**src/rtl/control_signals_if.sv**
```systemverilog
// ---------------------------------------------------------------------------
// control_signals_if
// Bundle between the microcode sequencer and the core datapath / debug module.
//   master (sequencer side):
//     inputs : mem_complete, opcode[4:0], f3[2:0], branch_taken,
//              halt_req, resume_req, abs_valid, abs_op[4:0]
//     outputs: mcp_addr[4:0], write_pc, write_pc_ne, write_pc_ex, write_ir,
//              write_rd, write_csr, mem_read, mem_write, addr_sel,
//              rd_sel[1:0], alu_insel1[1:0], alu_insel2[1:0],
//              abstract_write, abstract_done, progbuf, halted
//   slave (datapath / debug side): same signals, opposite directions.
// ---------------------------------------------------------------------------
interface control_signals_if;
    logic       mem_complete;
    logic [4:0] opcode;
    logic [2:0] f3;
    logic       branch_taken;
    logic       halt_req;
    logic       resume_req;
    logic       abs_valid;
    logic [4:0] abs_op;

    logic [4:0] mcp_addr;
    logic       write_pc;
    logic       write_pc_ne;
    logic       write_pc_ex;
    logic       write_ir;
    logic       write_rd;
    logic       write_csr;
    logic       mem_read;
    logic       mem_write;
    logic       addr_sel;
    logic [1:0] rd_sel;
    logic [1:0] alu_insel1;
    logic [1:0] alu_insel2;
    logic       abstract_write;
    logic       abstract_done;
    logic       progbuf;
    logic       halted;

    modport master (
        input  mem_complete, opcode, f3, branch_taken,
               halt_req, resume_req, abs_valid, abs_op,
        output mcp_addr, write_pc, write_pc_ne, write_pc_ex, write_ir,
               write_rd, write_csr, mem_read, mem_write, addr_sel,
               rd_sel, alu_insel1, alu_insel2,
               abstract_write, abstract_done, progbuf, halted
    );

    modport slave (
        output mem_complete, opcode, f3, branch_taken,
               halt_req, resume_req, abs_valid, abs_op,
        input  mcp_addr, write_pc, write_pc_ne, write_pc_ex, write_ir,
               write_rd, write_csr, mem_read, mem_write, addr_sel,
               rd_sel, alu_insel1, alu_insel2,
               abstract_write, abstract_done, progbuf, halted
    );
endinterface

```
**src/rtl/control_sequencer.sv**
```systemverilog
// ---------------------------------------------------------------------------
// control_sequencer
// Multicycle microcode sequencer. The 5-bit state (mcp_addr) is the only
// sequencing state besides the program-buffer flag; every datapath strobe and
// select is a Moore decode of it (qualified by mem_complete, branch_taken,
// f3). Handles fetch/dispatch/execute, debug halt/resume and abstract
// commands while halted.
// Ports:
//   clk    core clock, all state on the rising edge
//   rst_n  asynchronous active-low reset
//   cs     control_signals_if.master (datapath + debug handshake)
// Encodings:
//   addr_sel   0=PC 1=ALU
//   rd_sel     00=ALU 01=MEM 10=CSR
//   alu_insel1 00=RS 01=PC 10=ZR
//   alu_insel2 00=RS 01=IM 10=IS (shift amount)
// Execute states share their code with the RISC-V opcode[6:2] value, so
// DISPATCH loads the opcode straight into mcp_addr; abstract-command states
// share their code with the debug abstract opcode in the same way.
// ---------------------------------------------------------------------------
module control_sequencer #(
    parameter bit RESET_HALTED    = 1'b0,
    parameter bit HALT_ON_ILLEGAL = 1'b1
) (
    input  logic               clk,
    input  logic               rst_n,
    control_signals_if.master  cs
);

    typedef enum logic [4:0] {
        LOAD       = 5'b00000,
        LOAD_W     = 5'b00001,
        LOAD_1     = 5'b00010,
        MISCMEM    = 5'b00011,
        OPIMM      = 5'b00100,
        AUIPC      = 5'b00101,
        STORE      = 5'b01000,
        STORE_W    = 5'b01001,
        STORE_1    = 5'b01010,
        OP         = 5'b01100,
        LUI        = 5'b01101,
        PROLOGUE   = 5'b10000,
        DISPATCH   = 5'b10001,
        HALTED     = 5'b10010,
        RESUMING   = 5'b10011,
        ABS_REG    = 5'b10100,
        ABS_EXEC   = 5'b10101,
        ABS_RMEM   = 5'b10110,
        ABS_RMEM_1 = 5'b10111,
        BRANCH     = 5'b11000,
        JALR       = 5'b11001,
        JAL        = 5'b11011,
        SYSTEM     = 5'b11100,
        ABS_NA     = 5'b11101,
        ABS_WMEM   = 5'b11110,
        ABS_WMEM_1 = 5'b11111
    } state_t;

    localparam logic [1:0] RD_ALU = 2'b00;
    localparam logic [1:0] RD_MEM = 2'b01;
    localparam logic [1:0] RD_CSR = 2'b10;
    localparam logic [1:0] A1_RS  = 2'b00;
    localparam logic [1:0] A1_PC  = 2'b01;
    localparam logic [1:0] A1_ZR  = 2'b10;
    localparam logic [1:0] A2_RS  = 2'b00;
    localparam logic [1:0] A2_IM  = 2'b01;
    localparam logic [1:0] A2_IS  = 2'b10;

    // Opcodes the execute stage implements.
    function automatic logic legal_opcode(input logic [4:0] op);
        logic ok;
        case (op)
            5'b00000, 5'b00011, 5'b00100, 5'b00101, 5'b01000, 5'b01100,
            5'b01101, 5'b11000, 5'b11001, 5'b11011, 5'b11100: ok = 1'b1;
            default:                                          ok = 1'b0;
        endcase
        return ok;
    endfunction

    // Abstract commands the debug path implements.
    function automatic logic legal_abs_op(input logic [4:0] op);
        logic ok;
        case (op)
            5'b10100, 5'b10101, 5'b10110, 5'b11110: ok = 1'b1;
            default:                                ok = 1'b0;
        endcase
        return ok;
    endfunction

    state_t     state_r, state_s;
    logic       progbuf_r, progbuf_s;

    logic       write_pc_ne_s, write_pc_ex_s, write_ir_s, write_rd_s;
    logic       write_csr_s, mem_read_s, mem_write_s, addr_sel_s;
    logic [1:0] rd_sel_s, alu_insel1_s, alu_insel2_s;
    logic       abstract_write_s, abstract_done_s;

    // State and program-buffer flag register.
    always_ff @(posedge clk or negedge rst_n) begin
        if (!rst_n) begin
            state_r   <= RESET_HALTED ? HALTED : PROLOGUE;
            progbuf_r <= 1'b0;
        end else begin
            state_r   <= state_s;
            progbuf_r <= progbuf_s;
        end
    end

    // Next-state and Moore output decode.
    always_comb begin
        state_s          = state_r;
        progbuf_s        = progbuf_r;
        write_pc_ne_s    = 1'b0;
        write_pc_ex_s    = 1'b0;
        write_ir_s       = 1'b0;
        write_rd_s       = 1'b0;
        write_csr_s      = 1'b0;
        mem_read_s       = 1'b0;
        mem_write_s      = 1'b0;
        addr_sel_s       = 1'b0;
        rd_sel_s         = RD_ALU;
        alu_insel1_s     = A1_RS;
        alu_insel2_s     = A2_RS;
        abstract_write_s = 1'b0;
        abstract_done_s  = 1'b0;

        case (state_r)
            PROLOGUE: begin
                // A program-buffer run cannot be interrupted by a halt request.
                if (cs.halt_req && !progbuf_r) begin
                    state_s = HALTED;
                end else begin
                    mem_read_s = 1'b1;
                    write_ir_s = cs.mem_complete;
                    if (cs.mem_complete) begin
                        state_s = DISPATCH;
                    end else begin
                        state_s = PROLOGUE;
                    end
                end
            end
            DISPATCH: begin
                if (legal_opcode(cs.opcode)) begin
                    state_s = state_t'(cs.opcode);
                end else if (HALT_ON_ILLEGAL) begin
                    state_s = HALTED;
                end else begin
                    write_pc_ne_s = 1'b1;
                    state_s       = PROLOGUE;
                end
            end
            LUI, AUIPC: begin
                alu_insel1_s  = (state_r == LUI) ? A1_ZR : A1_PC;
                alu_insel2_s  = A2_IM;
                write_rd_s    = 1'b1;
                write_pc_ne_s = 1'b1;
                state_s       = PROLOGUE;
            end
            JAL, JALR: begin
                alu_insel1_s  = (state_r == JAL) ? A1_PC : A1_RS;
                alu_insel2_s  = A2_IM;
                write_rd_s    = 1'b1;
                write_pc_ex_s = 1'b1;
                state_s       = PROLOGUE;
            end
            BRANCH: begin
                write_pc_ex_s = cs.branch_taken;
                write_pc_ne_s = !cs.branch_taken;
                state_s       = PROLOGUE;
            end
            LOAD, LOAD_W, STORE, STORE_W: begin
                alu_insel2_s = A2_IM;
                addr_sel_s   = 1'b1;
                if ((state_r == LOAD) || (state_r == LOAD_W)) begin
                    mem_read_s = 1'b1;
                    state_s    = cs.mem_complete ? LOAD_1 : LOAD_W;
                end else begin
                    mem_write_s = 1'b1;
                    state_s     = cs.mem_complete ? STORE_1 : STORE_W;
                end
            end
            LOAD_1: begin
                rd_sel_s      = RD_MEM;
                write_rd_s    = 1'b1;
                write_pc_ne_s = 1'b1;
                state_s       = PROLOGUE;
            end
            STORE_1, MISCMEM: begin
                write_pc_ne_s = 1'b1;
                state_s       = PROLOGUE;
            end
            OPIMM, OP: begin
                if (state_r == OP) begin
                    alu_insel2_s = A2_RS;
                end else if ((cs.f3 == 3'b001) || (cs.f3 == 3'b101)) begin
                    alu_insel2_s = A2_IS;
                end else begin
                    alu_insel2_s = A2_IM;
                end
                write_rd_s    = 1'b1;
                write_pc_ne_s = 1'b1;
                state_s       = PROLOGUE;
            end
            SYSTEM: begin
                if (cs.f3 == 3'b000) begin
                    // EBREAK/ECALL: enter debug; closes a program-buffer run.
                    state_s = HALTED;
                    if (progbuf_r) begin
                        abstract_done_s = 1'b1;
                        progbuf_s       = 1'b0;
                    end else begin
                        progbuf_s       = 1'b0;
                    end
                end else if (cs.f3 == 3'b100) begin
                    if (HALT_ON_ILLEGAL) begin
                        state_s = HALTED;
                    end else begin
                        write_pc_ne_s = 1'b1;
                        state_s       = PROLOGUE;
                    end
                end else begin
                    rd_sel_s      = RD_CSR;
                    write_rd_s    = 1'b1;
                    write_csr_s   = 1'b1;
                    write_pc_ne_s = 1'b1;
                    if (cs.f3[2]) begin
                        alu_insel1_s = A1_ZR;
                        alu_insel2_s = A2_IM;
                    end else begin
                        alu_insel1_s = A1_RS;
                    end
                    state_s = PROLOGUE;
                end
            end
            HALTED: begin
                // A pending command takes priority over resume.
                if (cs.abs_valid) begin
                    state_s = legal_abs_op(cs.abs_op) ? state_t'(cs.abs_op) : ABS_NA;
                end else if (cs.resume_req) begin
                    state_s = RESUMING;
                end else begin
                    state_s = HALTED;
                end
            end
            RESUMING: begin
                state_s = PROLOGUE;
            end
            ABS_REG: begin
                abstract_write_s = 1'b1;
                abstract_done_s  = 1'b1;
                state_s          = HALTED;
            end
            ABS_NA: begin
                abstract_done_s = 1'b1;
                state_s         = HALTED;
            end
            ABS_EXEC: begin
                progbuf_s = 1'b1;
                state_s   = PROLOGUE;
            end
            ABS_RMEM: begin
                addr_sel_s = 1'b1;
                mem_read_s = 1'b1;
                state_s    = cs.mem_complete ? ABS_RMEM_1 : ABS_RMEM;
            end
            ABS_RMEM_1: begin
                abstract_write_s = 1'b1;
                abstract_done_s  = 1'b1;
                state_s          = HALTED;
            end
            ABS_WMEM: begin
                addr_sel_s  = 1'b1;
                mem_write_s = 1'b1;
                state_s     = cs.mem_complete ? ABS_WMEM_1 : ABS_WMEM;
            end
            ABS_WMEM_1: begin
                abstract_done_s = 1'b1;
                state_s         = HALTED;
            end
            default: begin
                // Unused codes drive nothing and recover to fetch.
                state_s = PROLOGUE;
            end
        endcase
    end

    // Strobes are forced low while reset is asserted so an in-flight access
    // is dropped immediately rather than at the next clock.
    assign cs.mcp_addr       = state_r;
    assign cs.halted         = (state_r == HALTED);
    assign cs.progbuf        = progbuf_r;
    assign cs.write_pc_ne    = write_pc_ne_s & rst_n;
    assign cs.write_pc_ex    = write_pc_ex_s & rst_n;
    assign cs.write_pc       = (write_pc_ne_s | write_pc_ex_s) & rst_n;
    assign cs.write_ir       = write_ir_s & rst_n;
    assign cs.write_rd       = write_rd_s & rst_n;
    assign cs.write_csr      = write_csr_s & rst_n;
    assign cs.mem_read       = mem_read_s & rst_n;
    assign cs.mem_write      = mem_write_s & rst_n;
    assign cs.addr_sel       = addr_sel_s & rst_n;
    assign cs.rd_sel         = rst_n ? rd_sel_s : 2'b00;
    assign cs.alu_insel1     = rst_n ? alu_insel1_s : 2'b00;
    assign cs.alu_insel2     = rst_n ? alu_insel2_s : 2'b00;
    assign cs.abstract_write = abstract_write_s & rst_n;
    assign cs.abstract_done  = abstract_done_s & rst_n;

endmodule

```
**src/flat_wrapper.sv**
```systemverilog
// flat-port wrapper written by rule: the top's interface ports become plain ports
module control_sequencer_flat 
#(
    parameter bit RESET_HALTED    = 1'b0,
    parameter bit HALT_ON_ILLEGAL = 1'b1
)
  (clk, rst_n, cs_mem_complete, cs_opcode, cs_f3, cs_branch_taken, cs_halt_req, cs_resume_req, cs_abs_valid, cs_abs_op, cs_mcp_addr, cs_write_pc, cs_write_pc_ne, cs_write_pc_ex, cs_write_ir, cs_write_rd, cs_write_csr, cs_mem_read, cs_mem_write, cs_addr_sel, cs_rd_sel, cs_alu_insel1, cs_alu_insel2, cs_abstract_write, cs_abstract_done, cs_progbuf, cs_halted);
  control_signals_if cs_i ();
  input  logic clk;
  input  logic rst_n;
  input wire logic [$bits(cs_i.mem_complete)-1:0] cs_mem_complete;
  input wire logic [$bits(cs_i.opcode)-1:0] cs_opcode;
  input wire logic [$bits(cs_i.f3)-1:0] cs_f3;
  input wire logic [$bits(cs_i.branch_taken)-1:0] cs_branch_taken;
  input wire logic [$bits(cs_i.halt_req)-1:0] cs_halt_req;
  input wire logic [$bits(cs_i.resume_req)-1:0] cs_resume_req;
  input wire logic [$bits(cs_i.abs_valid)-1:0] cs_abs_valid;
  input wire logic [$bits(cs_i.abs_op)-1:0] cs_abs_op;
  output wire logic [$bits(cs_i.mcp_addr)-1:0] cs_mcp_addr;
  output wire logic [$bits(cs_i.write_pc)-1:0] cs_write_pc;
  output wire logic [$bits(cs_i.write_pc_ne)-1:0] cs_write_pc_ne;
  output wire logic [$bits(cs_i.write_pc_ex)-1:0] cs_write_pc_ex;
  output wire logic [$bits(cs_i.write_ir)-1:0] cs_write_ir;
  output wire logic [$bits(cs_i.write_rd)-1:0] cs_write_rd;
  output wire logic [$bits(cs_i.write_csr)-1:0] cs_write_csr;
  output wire logic [$bits(cs_i.mem_read)-1:0] cs_mem_read;
  output wire logic [$bits(cs_i.mem_write)-1:0] cs_mem_write;
  output wire logic [$bits(cs_i.addr_sel)-1:0] cs_addr_sel;
  output wire logic [$bits(cs_i.rd_sel)-1:0] cs_rd_sel;
  output wire logic [$bits(cs_i.alu_insel1)-1:0] cs_alu_insel1;
  output wire logic [$bits(cs_i.alu_insel2)-1:0] cs_alu_insel2;
  output wire logic [$bits(cs_i.abstract_write)-1:0] cs_abstract_write;
  output wire logic [$bits(cs_i.abstract_done)-1:0] cs_abstract_done;
  output wire logic [$bits(cs_i.progbuf)-1:0] cs_progbuf;
  output wire logic [$bits(cs_i.halted)-1:0] cs_halted;
  assign cs_i.mem_complete = cs_mem_complete;
  assign cs_i.opcode = cs_opcode;
  assign cs_i.f3 = cs_f3;
  assign cs_i.branch_taken = cs_branch_taken;
  assign cs_i.halt_req = cs_halt_req;
  assign cs_i.resume_req = cs_resume_req;
  assign cs_i.abs_valid = cs_abs_valid;
  assign cs_i.abs_op = cs_abs_op;
  assign cs_mcp_addr = cs_i.mcp_addr;
  assign cs_write_pc = cs_i.write_pc;
  assign cs_write_pc_ne = cs_i.write_pc_ne;
  assign cs_write_pc_ex = cs_i.write_pc_ex;
  assign cs_write_ir = cs_i.write_ir;
  assign cs_write_rd = cs_i.write_rd;
  assign cs_write_csr = cs_i.write_csr;
  assign cs_mem_read = cs_i.mem_read;
  assign cs_mem_write = cs_i.mem_write;
  assign cs_addr_sel = cs_i.addr_sel;
  assign cs_rd_sel = cs_i.rd_sel;
  assign cs_alu_insel1 = cs_i.alu_insel1;
  assign cs_alu_insel2 = cs_i.alu_insel2;
  assign cs_abstract_write = cs_i.abstract_write;
  assign cs_abstract_done = cs_i.abstract_done;
  assign cs_progbuf = cs_i.progbuf;
  assign cs_halted = cs_i.halted;
  control_sequencer #(.RESET_HALTED(RESET_HALTED), .HALT_ON_ILLEGAL(HALT_ON_ILLEGAL)) u_core (.clk(clk), .rst_n(rst_n), .cs(cs_i));
endmodule
```
**config.mk**
```make
export PLATFORM = sky130hd
export DESIGN_NAME = control_sequencer_flat
export DESIGN_NICKNAME = d
export VERILOG_FILES = /design/src/rtl/control_signals_if.sv /design/src/rtl/control_sequencer.sv /design/src/flat_wrapper.sv
export SDC_FILE = /design/constraint.sdc
export NUM_CORES = 1
export LEC_CHECK = 0
export BUFFER_PORTS_ARGS = -buffer_cell sky130_fd_sc_hd__buf_2
export CAP_MARGIN = 20
export CORE_AREA = 2 2 65 67
export DETAILED_ROUTE_END_ITERATION = 6
export DIE_AREA = 0 0 67 69
export GPL_TIMING_DRIVEN = 0
export PLACE_DENSITY_LB_ADDON = 0.05
export SETUP_SLACK_MARGIN = 0.5
export SLEW_MARGIN = 15
export SYNTH_ARGS = -nofsm -noshare
export SYNTH_HDL_FRONTEND = slang
export SYNTH_SLANG_ARGS = --single-unit
```
**constraint.sdc**
```tcl
create_clock -name clk -period 1.41 [get_ports clk]
set_input_delay 0.141 -clock clk [delete_from_list [all_inputs] [get_ports clk]]
set_output_delay 0.141 -clock clk [all_outputs]
set_load 0.05 [all_outputs]
```
==> metrics.cfg, run 1 <==
[timing]
maxSlewViolCount = 0
period_minus_slack_ns = 1.96
skew_ns = 0.00211
fmax_ghz = 0.511
setup_viol = 23
hold_viol_final = 0
slew-limit-headroom = 0.650
rsz0062_at_grt = yes
fin_ws_ns = -0.549
period_share = 1.39
worstMarginPinSlew_ns = 0.525

[logic_synthesis]
netlist_top_cells_area = dfrtp_1, nand2b_1, nand2_1
synth_fp_nets = 156
ys_types = 49
ys_ff_latch = 6
ys_warn_count = 0
syn_avg_cell_area_sq_um = 7.06
synth_seq_area_share = 0.159
synth_area_leader_cell = dfrtp_1
synthFlopType = dfrtp_1
synth.most_common_cell = nand2_1
synth_cells = 135
syn_area_sq_um = 953
synth_top_cells_by_count = nand2_1, inv_1, nand2b_1
synth_edf_count = 0
yosysTopAreaCellShare = 0.131
async_flop_share = 1.00

[finish]
drive_gt1_frac = 0.653
diodes = 0
postLayoutCellArea_sq_mm = 0.00227
fillers = 340
nets = 241
area_delta_synth_final_pct = 138

[status]
violations = setup timing
outcome = finished with violations

[clock_network]
cts_buffers = 3
clk_path_buf_depth = 2
htreeDepth = 1
cts_sinks = 6
clk_latency_ns = 0.22
cts_tree = done
cts_root_buf = clkbuf_8
clk_pin_slew_ns = 0.04

[power]
leakage_uw = 0.000980
power_density_mw_per_mm2 = 2220
ir_worst_vdd_mv = 0.972

[setup_path]
end_kind = primary output
path_cells = buf_6, nand3b_1, buf_6, nor4_4, a2111oi_4, a211oi_4, buf_6
critPathKind = flip-flop to primary output
crit_path_frequent_cell = buf_6
path_max_fanout = 4
cp_slowest_cell = dfstp_2
cp_slowest_stage_delay_ns = 0.52
worst_r2r_path_depth = 9
arrival_ns = 1.82
rrSetupSlack_ns = -0.45
critPathRequiredTime_ns = 1.27
startpoint_type = flip-flop

[routing]
dr.first_iter.drc_count = 70
avgViaCountPerCell = 5.11
wl_um = 4120
detail-route-antenna-nets = 0
route.detailed.drc = 0
drt_pre_antenna_iters = 4
vias = 1374
wl_per_cell_um = 15.3

[global_route]
grtUsageTotal = 0.176
grt_first_pass_wirelength_um = 6400
grt_pass1_vias = 1344
overflow = 0
antenna_found_initial = 0
grt_max_degree = 12

[die]
start_util = 0.244
die_area_sq_mm = 0.00462
die_w_um = 67
coreArea_sq_mm = 0.00391
die_y_um = 69
num_rows = 23
io_pins = 44

[worst_hold_path]
worstHoldPathCells = 2
hold_path.class = input port to flip-flop

[placement]
place_ws_ns = -0.571
io_buffers = 43
post-dp-hpwl_um = 2700
gp_congestion = 0.792
dpl_cell_area_sq_mm = 0.00145

[job]
cap_violations = 0

## worst max-delay path, delay by kind of cell, from the launching register on
kind / cells / cell delay, ns
flip-flops: 1 / 0.52
AND/OR/NAND/NOR: 2 / 0.33
buffers and inverters: 3 / 0.45
AO/OA/AOI/OAI: 2 / 0.28
## what timing repair did
| item | in CTS | in global routing |
|---|---|---|
| hold endpoints to repair | 5 | 5 |
| pin swaps | 20 | 13 |
| resized for setup | 105 | 15 |
| buffers inserted | 24 | 11 |
| gates cloned | 0 | 0 |
| endpoints found under the setup margin | 30 | 30 |
## cell usage in the layout, fill, tap and decap left out, types with 3 or more instances in the layout
cell type,count
dfrtp_2,4
buf_2,19
a21oi_1,5
and2_4,3
a31oi_1,4
clkbuf_8,3
nor4_4,4
nor2_1,4
clkbuf_1,3
and3_4,4
buf_8,16
buf_4,22
buf_6,28
nand2b_1,6
nor2b_1,5
inv_1,7
nor3_4,5
a211oi_1,3
nand2_1,8
## state kept, by name, summed over array words and instances (netlist names)
name	flops
u_core.cs.progbuf	1
u_core.cs.mcp_addr	5
## per-layer routing
layer / track usage / vias to the layer above / wire length [um]
met3: 0.0261 / 13 / 166
met1: 0.211 / 643 / 1630
met5: 0 / - / 0
met2: 0.309 / 43 / 2200
li1: - / 675 / -
met4: 0.0635 / 0 / 116
## report_power, final
part / internal [uW] / leakage [uW] / switching (uW)
clock: 194 / 0.0000228 / 72.0
combinational: 2130 / 0.000892 / 2300
sequential: 267 / 0.0000657 / 81.9
## final timing paths
path / start / to
max: u_core.cs.mcp_addr[4]$_DFF_PN1_ / cs_alu_insel2[0]
min: cs_opcode[0] / u_core.cs.mcp_addr[0]$_DFF_PN0_
max reg2reg: u_core.cs.mcp_addr[4]$_DFF_PN1_ / u_core.cs.mcp_addr[1]$_DFF_PN0_
min reg2reg: u_core.cs.progbuf$_DFFE_PN0P_ / u_core.cs.progbuf$_DFFE_PN0P_
max in group asynchronous: rst_n / u_core.cs.mcp_addr[1]$_DFF_PN0_
min in group asynchronous: rst_n / u_core.cs.mcp_addr[3]$_DFF_PN0_
## stage by stage
| step | std cells | setup TNS [ns] | util | hold WS [ns] | total power (uW) |
|---|---|---|---|---|---|
| floorplan | 135 | -7.06 | - | -0.155 | 2430 |
| global placement | 228 | -6.65 | 0.371 | 0.0377 | 2950 |
| detailed placement | 228 | -6.48 | 0.371 | 0.0364 | 2950 |
| CTS | 256 | -8.31 | 0.540 | -0.203 | 4610 |
| global route | 269 | -10.87 | 0.580 | 0.249 | 5310 |
| finish | 269 | -9.17 | 0.580 | 0.238 | 5050 |
## cell families (layout without fill, tap and decap cells)
kind of cell / after synthesis / after routing / share of synthesized area
xor+xnor: 1 / 1 / 0.00919
fa+ha+maj: 1 / 1 / 0.0131
buf+inv: 21 / 105 / 0.102
compound gates: 41 / 41 / 0.315
simple gates: 65 / 65 / 0.402
flops: 6 / 6 / 0.159
## cell type report
class	count	area, sq um	area share
multi-input cells	108	1070	0.473
repair buffers	80	766	0.337
flip-flops and latches	6	156	0.0689
plain buffers	12	125	0.0551
well taps	50	62.6	0.0276
clock buffers	4	45.0	0.0198
inverters	9	41.3	0.0182
Power figures use the tool's default switching activity.
==> run 2: changes to the inputs <==
--- a/config.mk
+++ b/config.mk
@@ -12,7 +12,6 @@
 export DIE_AREA = 0 0 67 69
 export GPL_TIMING_DRIVEN = 0
 export PLACE_DENSITY_LB_ADDON = 0.05
-export SETUP_SLACK_MARGIN = 0.5
 export SLEW_MARGIN = 15
 export SYNTH_ARGS = -nofsm -noshare
 export SYNTH_HDL_FRONTEND = slang
==> metrics.cfg, run 2 (synthesized netlist as in run 1, its figures left out) <==
[status]
outcome = finished with violations
violations = setup timing

[power]
clkPwrFrac = 0.051  ; -0.002
power.total_uw = 5290  ; +4.7%
p_seq_frac = 0.070  ; about the same
pwr-share-comb = 0.880  ; +0.002
ir_worst_vdd_mv = 1.19  ; +22%
switchingPower_uw = 2550  ; +3.7%
intPower_uw = 2740  ; +5.7%
switching_share = 0.481  ; -0.00462
leakage_uw = 0.00102  ; +3.6%
power_density_mw_per_mm2 = 2220  ; about the same

[placement]
place_ws_ns = -0.640  ; -0.0688 ns
dpl_cell_area_sq_mm = 0.00145  ; unchanged
gp_congestion = 0.792  ; about the same
io_buffers = 43  ; unchanged
post-dp-hpwl_um = 2800  ; +3.6%

[routing]
wl_per_cell_um = 16.2  ; +5.6%
wl_um = 4430  ; +7.6%
detail-route-antenna-nets = 0  ; unchanged
drt_pre_antenna_iters = 4  ; unchanged
avgViaCountPerCell = 5.08  ; -0.61%
dr.first_iter.drc_count = 53  ; -24%
vias = 1391  ; +1.2%
route.detailed.drc = 0  ; unchanged

[clock_network]
clk_latency_ns = 0.22  ; about the same
cts_root_buf = clkbuf_8
clk_path_buf_depth = 2  ; unchanged
htreeDepth = 1  ; unchanged
cts_tree = done
cts_buffers = 3  ; unchanged
clk_pin_slew_ns = 0.04  ; about the same
cts_sinks = 6  ; unchanged

[die]
io_pins = 44  ; unchanged
start_util = 0.244  ; unchanged
die_w_um = 67  ; unchanged
die_y_um = 69  ; unchanged
die_area_sq_mm = 0.00462  ; unchanged
coreArea_sq_mm = 0.00391  ; unchanged
num_rows = 23  ; unchanged

[timing]
setup_viol = 23  ; unchanged
period_share = 1.34  ; -0.0490
hold_viol_final = 0  ; unchanged
fmax_ghz = 0.529  ; +3.7%
fin_ws_ns = -0.480  ; +0.0691 ns
rsz0062_at_grt = yes
slew-limit-headroom = 0.645  ; -0.00430
holdWs_ns = 0.0185  ; -0.220 ns
maxSlewViolCount = 0  ; unchanged
period_minus_slack_ns = 1.89  ; -0.0691 ns
worstMarginPinSlew_ns = 0.532  ; +0.00645 ns
timing.setup.tns_ns = -7.51  ; +1.67 ns
skew_ns = 0.000790  ; -0.00132 ns

[finish]
largest_reg_flops = 5  ; unchanged
multi_input_area_sq_mm = 0.00113  ; +5.4%
nets = 246  ; +2.1%
diodes = 0  ; unchanged
mostFrequentLayoutCells = buf_4, buf_2, buf_6
postLayoutCellArea_sq_mm = 0.00238  ; +4.7%
final_common_cell = buf_4
fillers = 344  ; +1.2%
regArea_sq_um = 156  ; unchanged
area_delta_synth_final_pct = 149
drive_gt1_frac = 0.696  ; +0.0435

[global_route]
grtUsageTotal = 0.178  ; +0.00207
antenna_found_initial = 0  ; unchanged
grt_first_pass_wirelength_um = 6570  ; +2.6%
grt_max_degree = 12  ; unchanged
grt_pass1_vias = 1350  ; +0.45%
overflow = 0  ; unchanged

[worst_hold_path]
hold_path.class = input port to async pin

[job]
cap_violations = 0  ; unchanged

[setup_path]
critPathRequiredTime_ns = 1.27  ; about the same
arrival_ns = 1.75  ; -0.07 ns
path_max_fanout = 6  ; +2
critPathKind = flip-flop to primary output
startpoint_type = flip-flop
end_kind = primary output

==> run 2: changes by cell type in the layout (fill, tap and decap cells not counted), moves of 2 or more <==
cell	delta
o21ai_1	+2
buf_12	+2
nand2_1	-2
nor2b_4	+2
buf_6	-7
buf_2	+6
nand2_2	+2
nor2b_1	-3
nand2b_1	-2
buf_4	+5
==> run 2: layout make-up <==
class,count,area share
Sequential cell,6,0.0658
Clock buffer,4,0.0189
Buffer,9,0.0542
Multi-Input combinational cell,108,0.476
Timing Repair Buffer,88,0.343
Tap cell,50,0.0263
Inverter,9,0.0158
==> run 2: metrics by stage <==
step / utilization / cells
3_3_place_gp: 0.371 / 228
2_1_floorplan: - / 135
4_1_cts: 0.520 / 253
5_1_grt: 0.607 / 274
6_report: 0.607 / 274
3_5_place_dp: 0.371 / 228
==> run 2: power by group through the flow <==
stage / Combinational (uW) / Clock, uW / Sequential, uW
floorplan: 1830 / 0 / 602
global placement: 2590 / 0 / 364
detailed placement: 2590 / 0 / 367
CTS: 3800 / 272 / 347
global route: 4880 / 280 / 382
finish: 4650 / 267 / 369
==> run 2: path summary, 6_finish.rpt <==
check,depth (start not counted),slack (ns),end,startpoint
max,7,-0.48,cs_mem_read,u_core.cs.mcp_addr[4]$_DFF_PN1_
min,1,0.02,u_core.cs.mcp_addr[4]$_DFF_PN1_,rst_n
max reg2reg,6,-0.37,u_core.cs.mcp_addr[1]$_DFF_PN0_,u_core.cs.mcp_addr[0]$_DFF_PN0_
min reg2reg,2,0.66,u_core.cs.progbuf$_DFFE_PN0P_,u_core.cs.progbuf$_DFFE_PN0P_
max in group asynchronous,2,0.68,u_core.cs.mcp_addr[1]$_DFF_PN0_,rst_n
min in group clk,2,0.24,u_core.cs.mcp_addr[2]$_DFF_PN0_,cs_opcode[2]
==> run 2: timing repair <==
item,CTS,global route
pin swaps,17,15
setup buffers,21,21
setup endpoints to repair,23,23
gates cloned,1,1
gates resized for setup,85,45
endpoints found under the hold margin,5,5
==> run 2: critical path: stages, from the launching register on <==
cell      delay [ns]
dfstp_2         0.58
buf_6           0.12
buf_6           0.10
nor3_4          0.04
o21bai_4        0.17
and2_4          0.15
a22o_4          0.22
buf_8           0.14
==> run 2: layer usage <==
| metal | wire [um] | share of wire | track usage | up-vias |
|---|---|---|---|---|
| met5 | 0 | 0 | 0 | - |
| met4 | 38 | 0.0086 | 0.0317 | 0 |
| met3 | 161 | 0.036 | 0.0212 | 4 |
| met2 | 2370 | 0.54 | 0.318 | 34 |
| met1 | 1860 | 0.42 | 0.227 | 674 |
| li1 | - | - | - | 679 |
